**config.mk**
```make
export PLATFORM = sky130hd
export DESIGN_NAME = light_switch_ctrl
export DESIGN_NICKNAME = d
export VERILOG_FILES = /design/src/rtl/light_switch_ctrl.sv
export SDC_FILE = /design/constraint.sdc
export NUM_CORES = 1
export LEC_CHECK = 0
export CAP_MARGIN = 20
export CELL_PAD_IN_SITES_DETAIL_PLACEMENT = 1
export CELL_PAD_IN_SITES_GLOBAL_PLACEMENT = 1
export CORE_MARGIN = 3
export CORE_UTILIZATION = 35
export DETAILED_ROUTE_END_ITERATION = 10
export PLACE_DENSITY_LB_ADDON = 0.1
export SYNTH_ARGS = -nofsm -noshare
export SYNTH_HDL_FRONTEND = slang
export SYNTH_SLANG_ARGS = --single-unit
```
**constraint.sdc**
```tcl
create_clock -name clk -period 1.7 [get_ports clk]
set_input_delay 0.255 -clock clk [delete_from_list [all_inputs] [get_ports clk]]
set_output_delay 0.255 -clock clk [all_outputs]
set_load 0.03 [all_outputs]
```
**src/rtl/light_switch_ctrl.sv**
```systemverilog
`default_nettype none
// ============================================================================
//  Module      : light_switch_ctrl
//  Description : Lamp-enable controller for the hood light. Conditions a raw
//                push-button (two-flop synchroniser, debouncer, rising-edge
//                strobe) and toggles a LIGHT_OFF/LIGHT_ON state machine on each
//                clean press. The light is forced off in hood OFF mode or after
//                an optional inactivity timeout.
//  Revision    : 1.0 - initial release
// ============================================================================
module light_switch_ctrl #(
  parameter int MODE_WIDTH      = 3,
  parameter int OFF_CODE        = 0,
  parameter int DEBOUNCE_CYCLES = 2000000,
  parameter int AUTO_OFF_CYCLES = 0
) (
  input  logic                  clk,
  input  logic                  rstn,
  input  logic                  light_btn,
  input  logic [MODE_WIDTH-1:0] current_mode,
  output logic                  islight_signal,
  output logic                  btn_pulse,
  output logic                  auto_off_pulse
);

  // Debounce counter only needs to reach DEBOUNCE_CYCLES-1.
  localparam int DB_W = $clog2(DEBOUNCE_CYCLES);
  // Auto-off width collapses to zero when the timer is disabled; keep one bit.
  localparam int AO_W_RAW = $clog2(AUTO_OFF_CYCLES + 1);
  localparam int AO_W     = (AO_W_RAW < 1) ? 1 : AO_W_RAW;

  localparam logic [DB_W-1:0]       DB_LAST  = DB_W'(DEBOUNCE_CYCLES - 1);
  localparam logic [AO_W-1:0]       AO_LAST  = AO_W'(AUTO_OFF_CYCLES - 1);
  localparam logic [MODE_WIDTH-1:0] OFF_MODE = MODE_WIDTH'(OFF_CODE);
  localparam bit                    AO_EN    = (AUTO_OFF_CYCLES != 0);

  typedef enum logic [0:0] {
    LIGHT_OFF = 1'b0,
    LIGHT_ON  = 1'b1
  } state_t;

  logic                  sync1_q, sync1_d;
  logic                  sync2_q, sync2_d;
  logic                  btn_stable_q, btn_stable_d;
  logic [DB_W-1:0]       db_cnt_q, db_cnt_d;
  logic                  btn_pulse_q, btn_pulse_d;

  state_t                state_q, state_d;
  logic                  islight_q, islight_d;
  logic [AO_W-1:0]       ao_cnt_q, ao_cnt_d;
  logic                  auto_off_pulse_q, auto_off_pulse_d;
  logic [MODE_WIDTH-1:0] mode_prev_q, mode_prev_d;

  logic                  mode_off;
  logic                  mode_act;
  logic                  ao_expire;

  // Button conditioning: synchronise, require a run of differing samples, strobe on press.
  always_comb begin
    sync1_d      = light_btn;
    sync2_d      = sync1_q;
    btn_stable_d = btn_stable_q;
    db_cnt_d     = '0;
    btn_pulse_d  = 1'b0;
    if (sync2_q != btn_stable_q) begin
      if (db_cnt_q == DB_LAST) begin
        btn_stable_d = sync2_q;
        btn_pulse_d  = sync2_q;
      end else begin
        db_cnt_d = db_cnt_q + DB_W'(1);
      end
    end
  end

  // Button conditioning registers.
  always_ff @(posedge clk or negedge rstn) begin
    if (!rstn) begin
      sync1_q      <= 1'b0;
      sync2_q      <= 1'b0;
      btn_stable_q <= 1'b0;
      db_cnt_q     <= '0;
      btn_pulse_q  <= 1'b0;
    end else begin
      sync1_q      <= sync1_d;
      sync2_q      <= sync2_d;
      btn_stable_q <= btn_stable_d;
      db_cnt_q     <= db_cnt_d;
      btn_pulse_q  <= btn_pulse_d;
    end
  end

  assign mode_off  = (current_mode == OFF_MODE);
  assign mode_act  = (current_mode != mode_prev_q);
  // Mode activity in the expiry cycle counts as activity and wins over timeout.
  assign ao_expire = AO_EN && (ao_cnt_q == AO_LAST) && !mode_act;

  // Light FSM next state, inactivity timer and registered outputs.
  always_comb begin
    state_d          = state_q;
    ao_cnt_d         = '0;
    auto_off_pulse_d = 1'b0;
    mode_prev_d      = current_mode;
    case (state_q)
      LIGHT_OFF: begin
        if (btn_pulse_q && !mode_off) begin
          state_d = LIGHT_ON;
        end
      end
      LIGHT_ON: begin
        if (mode_off) begin
          state_d = LIGHT_OFF;
        end else if (btn_pulse_q) begin
          state_d = LIGHT_OFF;
        end else if (ao_expire) begin
          state_d          = LIGHT_OFF;
          auto_off_pulse_d = 1'b1;
        end else if (AO_EN && !mode_act) begin
          ao_cnt_d = ao_cnt_q + AO_W'(1);
        end
      end
      default: begin
        state_d = LIGHT_OFF;
      end
    endcase
    islight_d = (state_d == LIGHT_ON);
  end

  // Light FSM state and output registers.
  always_ff @(posedge clk or negedge rstn) begin
    if (!rstn) begin
      state_q          <= LIGHT_OFF;
      islight_q        <= 1'b0;
      ao_cnt_q         <= '0;
      auto_off_pulse_q <= 1'b0;
      mode_prev_q      <= '0;
    end else begin
      state_q          <= state_d;
      islight_q        <= islight_d;
      ao_cnt_q         <= ao_cnt_d;
      auto_off_pulse_q <= auto_off_pulse_d;
      mode_prev_q      <= mode_prev_d;
    end
  end

  assign islight_signal = islight_q;
  assign btn_pulse      = btn_pulse_q;
  assign auto_off_pulse = auto_off_pulse_q;

endmodule
`default_nettype wire

```
# --- Word level (Yosys, flattened, before mapping) ---
# Index checks and enable logic that the tools add are counted.
totals:
  regBits: 26
  input_bits: 6
  out_inout_bits: 3
  word_cells: 22
op_classes:
  add_sub_neg: 1
  n_eq_ne: 2
  n_mux: 8
  bitwise_logic: 1
  reduce_logical: 4
ops:
  columns: ["op", "n"]
  rows:
  - ["2-to-1 mux 21 bit", 2]
  - ["adder 21 x 1 -> 21 bit (second input constant)", 1]
  - ["equality test 21 bit (second input constant)", 1]
  - ["2-to-1 mux 1 bit", 5]
  - ["logical NOT 3 bit", 1]
  - ["one-hot mux 1 bit (2 select lines)", 1]
  - ["AND reduction 2 bit", 1]
  - ["logical AND 1 bit", 1]
  - ["logical NOT 1 bit", 1]
  - ["!= test 1 bit", 1]
  - ["NOT 1 bit", 1]

# --- Longest topological paths before layout ---
# Gate-level depths: netlist of the first run.
depth:
  ltp_word: 5
  mapped_depth: 6
  mapped_depth_nobuf: 5

# --- Least setup slack after synthesis of the first run ---
# OpenSTA, ideal clock, no wires.
synth_timing:
  path_type: "reg2reg"
  start: "register db_cnt_q[0]"
  end: "register db_cnt_q[10]"
  setup_time_ps: 132
  arrival_time_ps: 1732
  required_ps: 1568
  setup_slack_ps: -164
  path_stages_with_launch: 7
  n_path_buf: 1
  period_less_slack_ps: 1864
  path_cell_list: "dfrtp_1 > ha_1 > and4_1 > nand4_1 > o21bai_1 > clkbuf_1 > nor2_1"
synth_via:
  elab_chain_cells: 3
  elab_cells_between_ends: 4
  classes_between: "add/sub (1); eq/ne (1); mux (2)"
synth_lines:
  columns: ["item", "line_no", "source"]
  rows:
  - ["start: declaration", "45", "logic [DB_W-1:0] db_cnt_q, db_cnt_d;"]
  - ["start signal: assignment", "87", "db_cnt_q <= db_cnt_d;"]
  - ["adder 21 x 1 -> 21 bit / equality test 21 bit (equally long branches)", "70, 66", null]
  - ["2-to-1 mux 21 bit (*)", "66", "if (db_cnt_q == DB_LAST) begin"]
  - ["2-to-1 mux 21 bit (*)", "65", "if (sync2_q != btn_stable_q) begin"]
  - ["named net db_cnt_d[10]", "45", null]
# Mark *: on every way through the listed nets, which the timed path passes. The rest lies on a longest branch.
# A chain may end at the register's enable or synchronous reset.

# --- Final worst setup path of the first run ---
layout_timing:
  start: "register db_cnt_q[7]"
  end: "register db_cnt_q[19]"
# The elaborated chain is that of the path after synthesis.

==> impl_metrics.yaml, run 1 <==
status:
  status: "finished with violations"
  violations: "negative setup slack"
timing:
  finalCriticalPeriod_ns: 1.72
  hold_violations: 0
  fmax_mhz: 580
  rsz0062_at_grt: "true"
  drv_slew: 0
  post-route-period-util: 1.01
  skew_ns: 0.0129
  timing.final.ws_setup_ns: -0.0230
  holdWs_ns: 0.279
  setup_viol: 3
global_routing:
  use_met1: 0.189
  busiest_layer: "met2"
  grt_pass1_vias: 1058
  track_usage: 0.155
  grt_max_degree: 27
  globalRouteOverflowTotal: 0
  antenna_found_initial: 0
  grtUsageMet2: 0.272
  grt_pass1_wl_um: 5110
  use_met3: 0.0374
floorplanning:
  die_x_um: 65.9
  dieHeight_um: 65.9
  design.die.area_um2: 4340
  core_area_um2: 3390
  start_util: 0.370
  row_count: 21
  num_io_pins: 9
yosys:
  ys_warn_count: 0
  ys_ff_latch: 26
  synth_cell_types: 28
  synth_edf_count: 0
  yosys.area.top_type_share: 0.519
  netlist_instances: 124
  async_flop_share: 1.00
  syn_avg_cell_area_um2: 10.1
  synth.most_common_cell: "dfrtp_1"
  yosysSeqAreaShare: 0.519
  synth_commonest_cells: "dfrtp_1, nor2_1, xnor2_1"
  synth_top_cell_by_area: "dfrtp_1"
  syn_nets: 131
  synth_area_leaders: "dfrtp_1, xnor2_1, nor2_1"
  synthFlopType: "dfrtp_1"
  synth_area_um2: 1250
setup_path:
  path_class: "reg2reg"
  start_kind: "flip-flop"
  crit_top_cell: "or4_4"
  critPathMaxFanout: 2
  max_stage_delay_ns: 0.51
  worstPathArrival_ns: 1.99
  path_cells: "nand4_4, or4_4, or4_4, a21oi_2"
  cp_slowest_cell: "or4_4"
  critPathRequiredTime_ns: 1.96
  worstSetupEndpointType: "flip-flop"
cts:
  clock_latency_ns: 0.33
  cts_tree: "built"
  cts_root_buf: "clkbuf_4"
  clock_tree.buffer_depth: 2
  clkTransAtPathRegs_ns: 0.15
  hold_buffers: 0
  cts_made_buffers: 3
  h-tree-depth: 1
  cts_num_sinks: 26
detailed_routing:
  drc: 0
  firstDrtPassIters: 3
  first_iter_violations: 51
  dr_total_vias: 1016
  routed_wirelength_um: 3120
  ant_nets: 0
  wl_per_cell_um: 15.6
  vias_per_cell: 5.08
finish:
  fill_cells: 364
  fin_nets: 162
  regArea_um2: 652
  final_util: 0.495
  drive_above_1_share: 0.312
  area.growth.synth_to_final_pct: 33.9
  antennaDiodeCount: 0
  multi_input_area_um2: 643
power:
  power_w: 0.00114
  p_leak_nw: 0.708
  power.density_nw_per_um2: 680
  p_comb_frac: 0.066
  ir_drop_mv: 0.558
  swShare: 0.212
  p_int_w: 0.000900
  clockPowerShare: 0.378
  seq_power_share: 0.556
  switchingPower_w: 0.000242
run:
  cap_violations: 0
placed_design:
  gp_congestion: 0.757
  dp_hpwl_um: 2180
  numPortBuffers: 7
hold_path:
  holdCritPathClass: "in2async"
==> power groups by stage <==
stage                     clock network (W)  registers, W  logic [W]
after floorplan                           0      0.000645  0.0000242
after global placement                    0      0.000645  0.0000661
after detailed placement                  0      0.000645  0.0000676
after CTS                          0.000447      0.000635  0.0000716
after global routing               0.000471      0.000637  0.0000852
final                              0.000432      0.000635  0.0000749
==> cell usage in the layout (no fill, tap or decap), types with 2 or more instances in the layout <==
cell type,n
a21oi_1,2
o21ai_0,3
clkdlybuf4s50_1,5
xnor2_1,11
o31ai_1,2
buf_4,18
a21oi_2,4
nand3_1,4
or3_1,3
nand3_2,2
xor2_1,4
buf_6,4
nand4_1,3
dfrtp_1,25
clkbuf_4,3
nor2_1,17
nand3b_1,2
nand2_1,6
dlymetal6s2s_1,2
nor3_1,5
inv_1,5
nor4_1,3
or4_4,4
==> critical path: cells and delay by family (launching register included) <==
family | cells | cell delay [ns]
compound gates | 1 | 0.13
flops | 1 | 0.42
simple gates | 3 | 1.12
==> sequential cells by signal (all words and copies together) (netlist names) <==
name / cells
db_cnt_q: 21
btn_pulse: 1
btn_stable_q: 1
islight_signal: 1
sync1_q: 1
sync2_q: 1
==> cells by family after synthesis <==
family          after synthesis  share of synthesized area
flops                        26                      0.519
fa+ha+maj                     1                    0.00998
simple gates                 59                      0.266
other cells                   1                    0.00299
buf+inv                       8                     0.0279
compound gates               13                     0.0599
mux                           1                    0.00898
xor+xnor                     15                      0.105
==> layer usage <==
metal,vias up,share of wire
li1,493,-
met1,509,0.45
met2,12,0.51
met3,2,0.031
met4,0,0.0087
met5,-,0
==> stage by stage <==
step	setup TNS (ns)	cells	setup WS [ns]	cell area [um2]
after floorplan	-0.527	124	-0.114	1260
after global placement	-0.0194	195	-0.00891	1530
after detailed placement	-0.365	195	-0.0924	1530
after CTS	-0.128	200	-0.0390	1620
after global routing	-1.13	200	-0.0881	1680
final	-0.0408	200	-0.0230	1680
==> final timing paths <==
path | slack [ns] | cells after the start | start | end
max | -0.02 | 4 | db_cnt_q[7]$_DFF_PN0_ | db_cnt_q[19]$_DFF_PN0_
min | 0.28 | 2 | rstn | db_cnt_q[15]$_DFF_PN0_
max reg2reg | -0.02 | 4 | db_cnt_q[7]$_DFF_PN0_ | db_cnt_q[19]$_DFF_PN0_
min reg2reg | 0.39 | 0 | sync1_q$_DFF_PN0_ | sync2_q$_DFF_PN0_
max in group asynchronous | 1.13 | 2 | rstn | db_cnt_q[5]$_DFF_PN0_
min in group clk | 0.35 | 1 | light_btn | sync1_q$_DFF_PN0_
==> area by class of cell <==
| type | count | area share |
|---|---|---|
| inverters | 5 | 0.0112 |
| flip-flops and latches | 26 | 0.388 |
| multi-input cells | 90 | 0.383 |
| clock buffers | 3 | 0.0134 |
| repair buffers | 29 | 0.152 |
| well taps | 46 | 0.0343 |
| clock inverters | 1 | 0.0179 |
==> what timing repair did <==
| item | in CTS | in global routing |
|---|---|---|
| buffers inserted | 1 | 0 |
| setup endpoints to repair | 7 | 23 |
| pin swaps | 6 | 2 |
| gates resized for setup | 7 | 16 |
(Power assumes the default switching activity.)
==> inputs of run 2 (changes only) <==
--- a/config.mk
+++ b/config.mk
@@ -11,7 +11,9 @@
 export CORE_MARGIN = 3
 export CORE_UTILIZATION = 35
 export DETAILED_ROUTE_END_ITERATION = 10
+export GPL_TIMING_DRIVEN = 1
 export PLACE_DENSITY_LB_ADDON = 0.1
+export SKIP_LAST_GASP = 1
 export SYNTH_ARGS = -nofsm -noshare
 export SYNTH_HDL_FRONTEND = slang
 export SYNTH_SLANG_ARGS = --single-unit
==> constraint.sdc (replaced) <==
create_clock -name clk -period 1.7 [get_ports clk]
set_input_delay 0.255 -clock clk [delete_from_list [all_inputs] [get_ports clk]]
set_output_delay 0.255 -clock clk [all_outputs]
set_load 0.02 [all_outputs]
==> run 2 against run 1 <==
Against the previous run:
- the flow still finishes with violations (negative setup slack)
- clock skew increased by 0.0012 ns
- maximum frequency about the same
- via count about the same
- largest power group unchanged
- die area did not move
- worst setup slack barely moved
- utilization is 0.52 points lower
- clock power hardly changed
- final cell count unchanged
- total power hardly changed
- global-route usage unchanged
- register-to-register slack is essentially flat
==> impl_metrics.yaml, run 2 (same netlist as run 1, synthesis figures left out) <==
status:
  status: "finished with violations"
  violations: "negative setup slack"
finish:
  area.growth.synth_to_final_pct: 32.5
  final_common_cell: "dfrtp_1"
  largest_register_ffs: 21
  final_cell_mix: "dfrtp_1, buf_4, nor2_1"
  largest-register: "db_cnt_q"
  drive_above_1_share: 0.299
  fill_cells: 365
  antennaDiodeCount: 0
  fin_nets: 162
floorplanning:
  design.die.area_um2: 4340
  num_io_pins: 9
  dieHeight_um: 65.9
  die_x_um: 65.9
  start_util: 0.370
  core_area_um2: 3390
  row_count: 21
cts:
  cts_num_sinks: 26
  clock_tree.buffer_depth: 2
  clock_latency_ns: 0.33
  cts_tree: "built"
  clkTransAtPathRegs_ns: 0.16
  cts_made_buffers: 3
  hold_buffers: 0
  h-tree-depth: 1
  cts_root_buf: "clkbuf_4"
setup_path:
  start_kind: "flip-flop"
  max_stage_delay_ns: 0.51
  path_cells: "nand4_4, or4_4, or4_4, a21oi_2"
  worstSetupEndpointType: "flip-flop"
  r2r_cells: 4
  crit_top_cell: "or4_4"
  r2r_start: "db_cnt_q[7]$_DFF_PN0_"
  crit_buf_inv: 0
  cp_slowest_cell: "or4_4"
  worstPathArrival_ns: 1.99
  crit_family: "simple AND/OR/NAND/NOR gates"
  r2r_end: "db_cnt_q[19]$_DFF_PN0_"
  critPathMaxFanout: 2
  critPathRequiredTime_ns: 1.96
  path_class: "reg2reg"
  r2r_slack_ns: -0.02
hold_path:
  holdCritPathClass: "in2async"
power:
  power.density_nw_per_um2: 687
  power_w: 0.00114
  ir_drop_mv: 0.561
  p_leak_nw: 0.668
placed_design:
  dp_hpwl_um: 2180
  numPortBuffers: 7
  gp_congestion: 0.757
  pre_cts_slack_ns: -0.0924
timing:
  skew_ns: 0.0140
  post-route-period-util: 1.01
  hold_violations: 0
  timing.final.ws_setup_ns: -0.0233
  finalCriticalPeriod_ns: 1.72
  drv_slew: 0
  rsz0062_at_grt: "true"
  fmax_mhz: 580
  setup_viol: 2
detailed_routing:
  ant_nets: 0
  first_iter_violations: 67
  drc: 0
  wl_per_cell_um: 15.2
  routed_wirelength_um: 3040
  vias_per_cell: 5.08
  dr_total_vias: 1015
  firstDrtPassIters: 4
global_routing:
  grt_pass1_vias: 1058
  track_usage: 0.155
  grt_max_degree: 27
  globalRouteOverflowTotal: 0
  grt_pass1_wl_um: 5110
  antenna_found_initial: 0
run:
  cap_violations: 0
run 2: cell types whose count changed in the layout (fill, tap and decap cells not counted):
cell	previous run	this run
and4_4	1	0
nor2_2	1	0
clkdlybuf4s50_1	5	7
mux2_4	1	0
and4_1	1	2
buf_4	18	19
mux2_2	0	1
buf_6	4	3
dlymetal6s2s_1	2	0
nor2_1	17	18
run 2: layout make-up:
class                           count  area (um2)  share of cell area
Inverter                            5        18.8              0.0113
Clock inverter                      1        30.0              0.0181
Multi-Input combinational cell     90         634               0.382
Sequential cell                    26         652               0.392
Tap cell                           46        57.6              0.0346
Timing Repair Buffer               29         246               0.148
Clock buffer                        3        22.5              0.0136
run 2: power by group:
part / total, W / leakage [nW] / internal [W] / switching (W)
Clock: 0.000435 / 0.0279 / 0.000239 / 0.000197
Combinational: 0.0000714 / 0.286 / 0.0000338 / 0.0000376
Sequential: 0.000635 / 0.355 / 0.000627 / 0.00000800
Total: 0.00114 / 0.668 / 0.000899 / 0.000242
run 2: worst register-to-register path, cell delays in order (launching register included):
cell and delay [ns]:
dfrtp_1 0.42, nand4_4 0.12, or4_4 0.51, or4_4 0.49, a21oi_2 0.13
run 2: per-layer routing:
metal  GRT usage  vias to the layer above  wire length, um
met4      0.0389                        0               27
met2       0.272                       14             1540
met3      0.0374                        2              102
li1            -                      492                -
met1       0.189                      507             1370
met5           0                        -                0
run 2: timing repair:
action | in CTS | in global routing
pin swaps | 5 | 3
buffers inserted | 1 | 0
gates resized for setup | 7 | 10
setup endpoints to repair | 7 | 21
run 2: how the worst max path moves through the flow:
stage / from / to / slack [ns] / cells after the start
5_1_grt: db_cnt_q[1]$_DFF_PN0_ / btn_stable_q$_DFFE_PN0P_ / -0.11 / 6
3_5_place_dp: db_cnt_q[0]$_DFF_PN0_ / db_cnt_q[20]$_DFF_PN0_ / -0.09 / 6
2_1_floorplan: db_cnt_q[0]$_DFF_PN0_ / db_cnt_q[18]$_DFF_PN0_ / -0.11 / 5
6_report: db_cnt_q[7]$_DFF_PN0_ / db_cnt_q[19]$_DFF_PN0_ / -0.02 / 4
3_3_place_gp: db_cnt_q[0]$_DFF_PN0_ / db_cnt_q[20]$_DFF_PN0_ / -0.009 / 5
4_1_cts: db_cnt_q[7]$_DFF_PN0_ / db_cnt_q[19]$_DFF_PN0_ / -0.04 / 4
run 2: per-stage QoR:
stage / utilization / TNS [ns] / instance area [um2] / hold slack (ns) / cells
after floorplan: - / -0.527 / 1260 / -0.0406 / 124
after global placement: 0.452 / -0.0194 / 1530 / 0.345 / 195
after detailed placement: 0.452 / -0.365 / 1530 / 0.341 / 195
after CTS: 0.477 / -0.147 / 1620 / 0.289 / 200
after global routing: 0.490 / -1.50 / 1660 / 0.281 / 200
final: 0.490 / -0.0355 / 1660 / 0.270 / 200
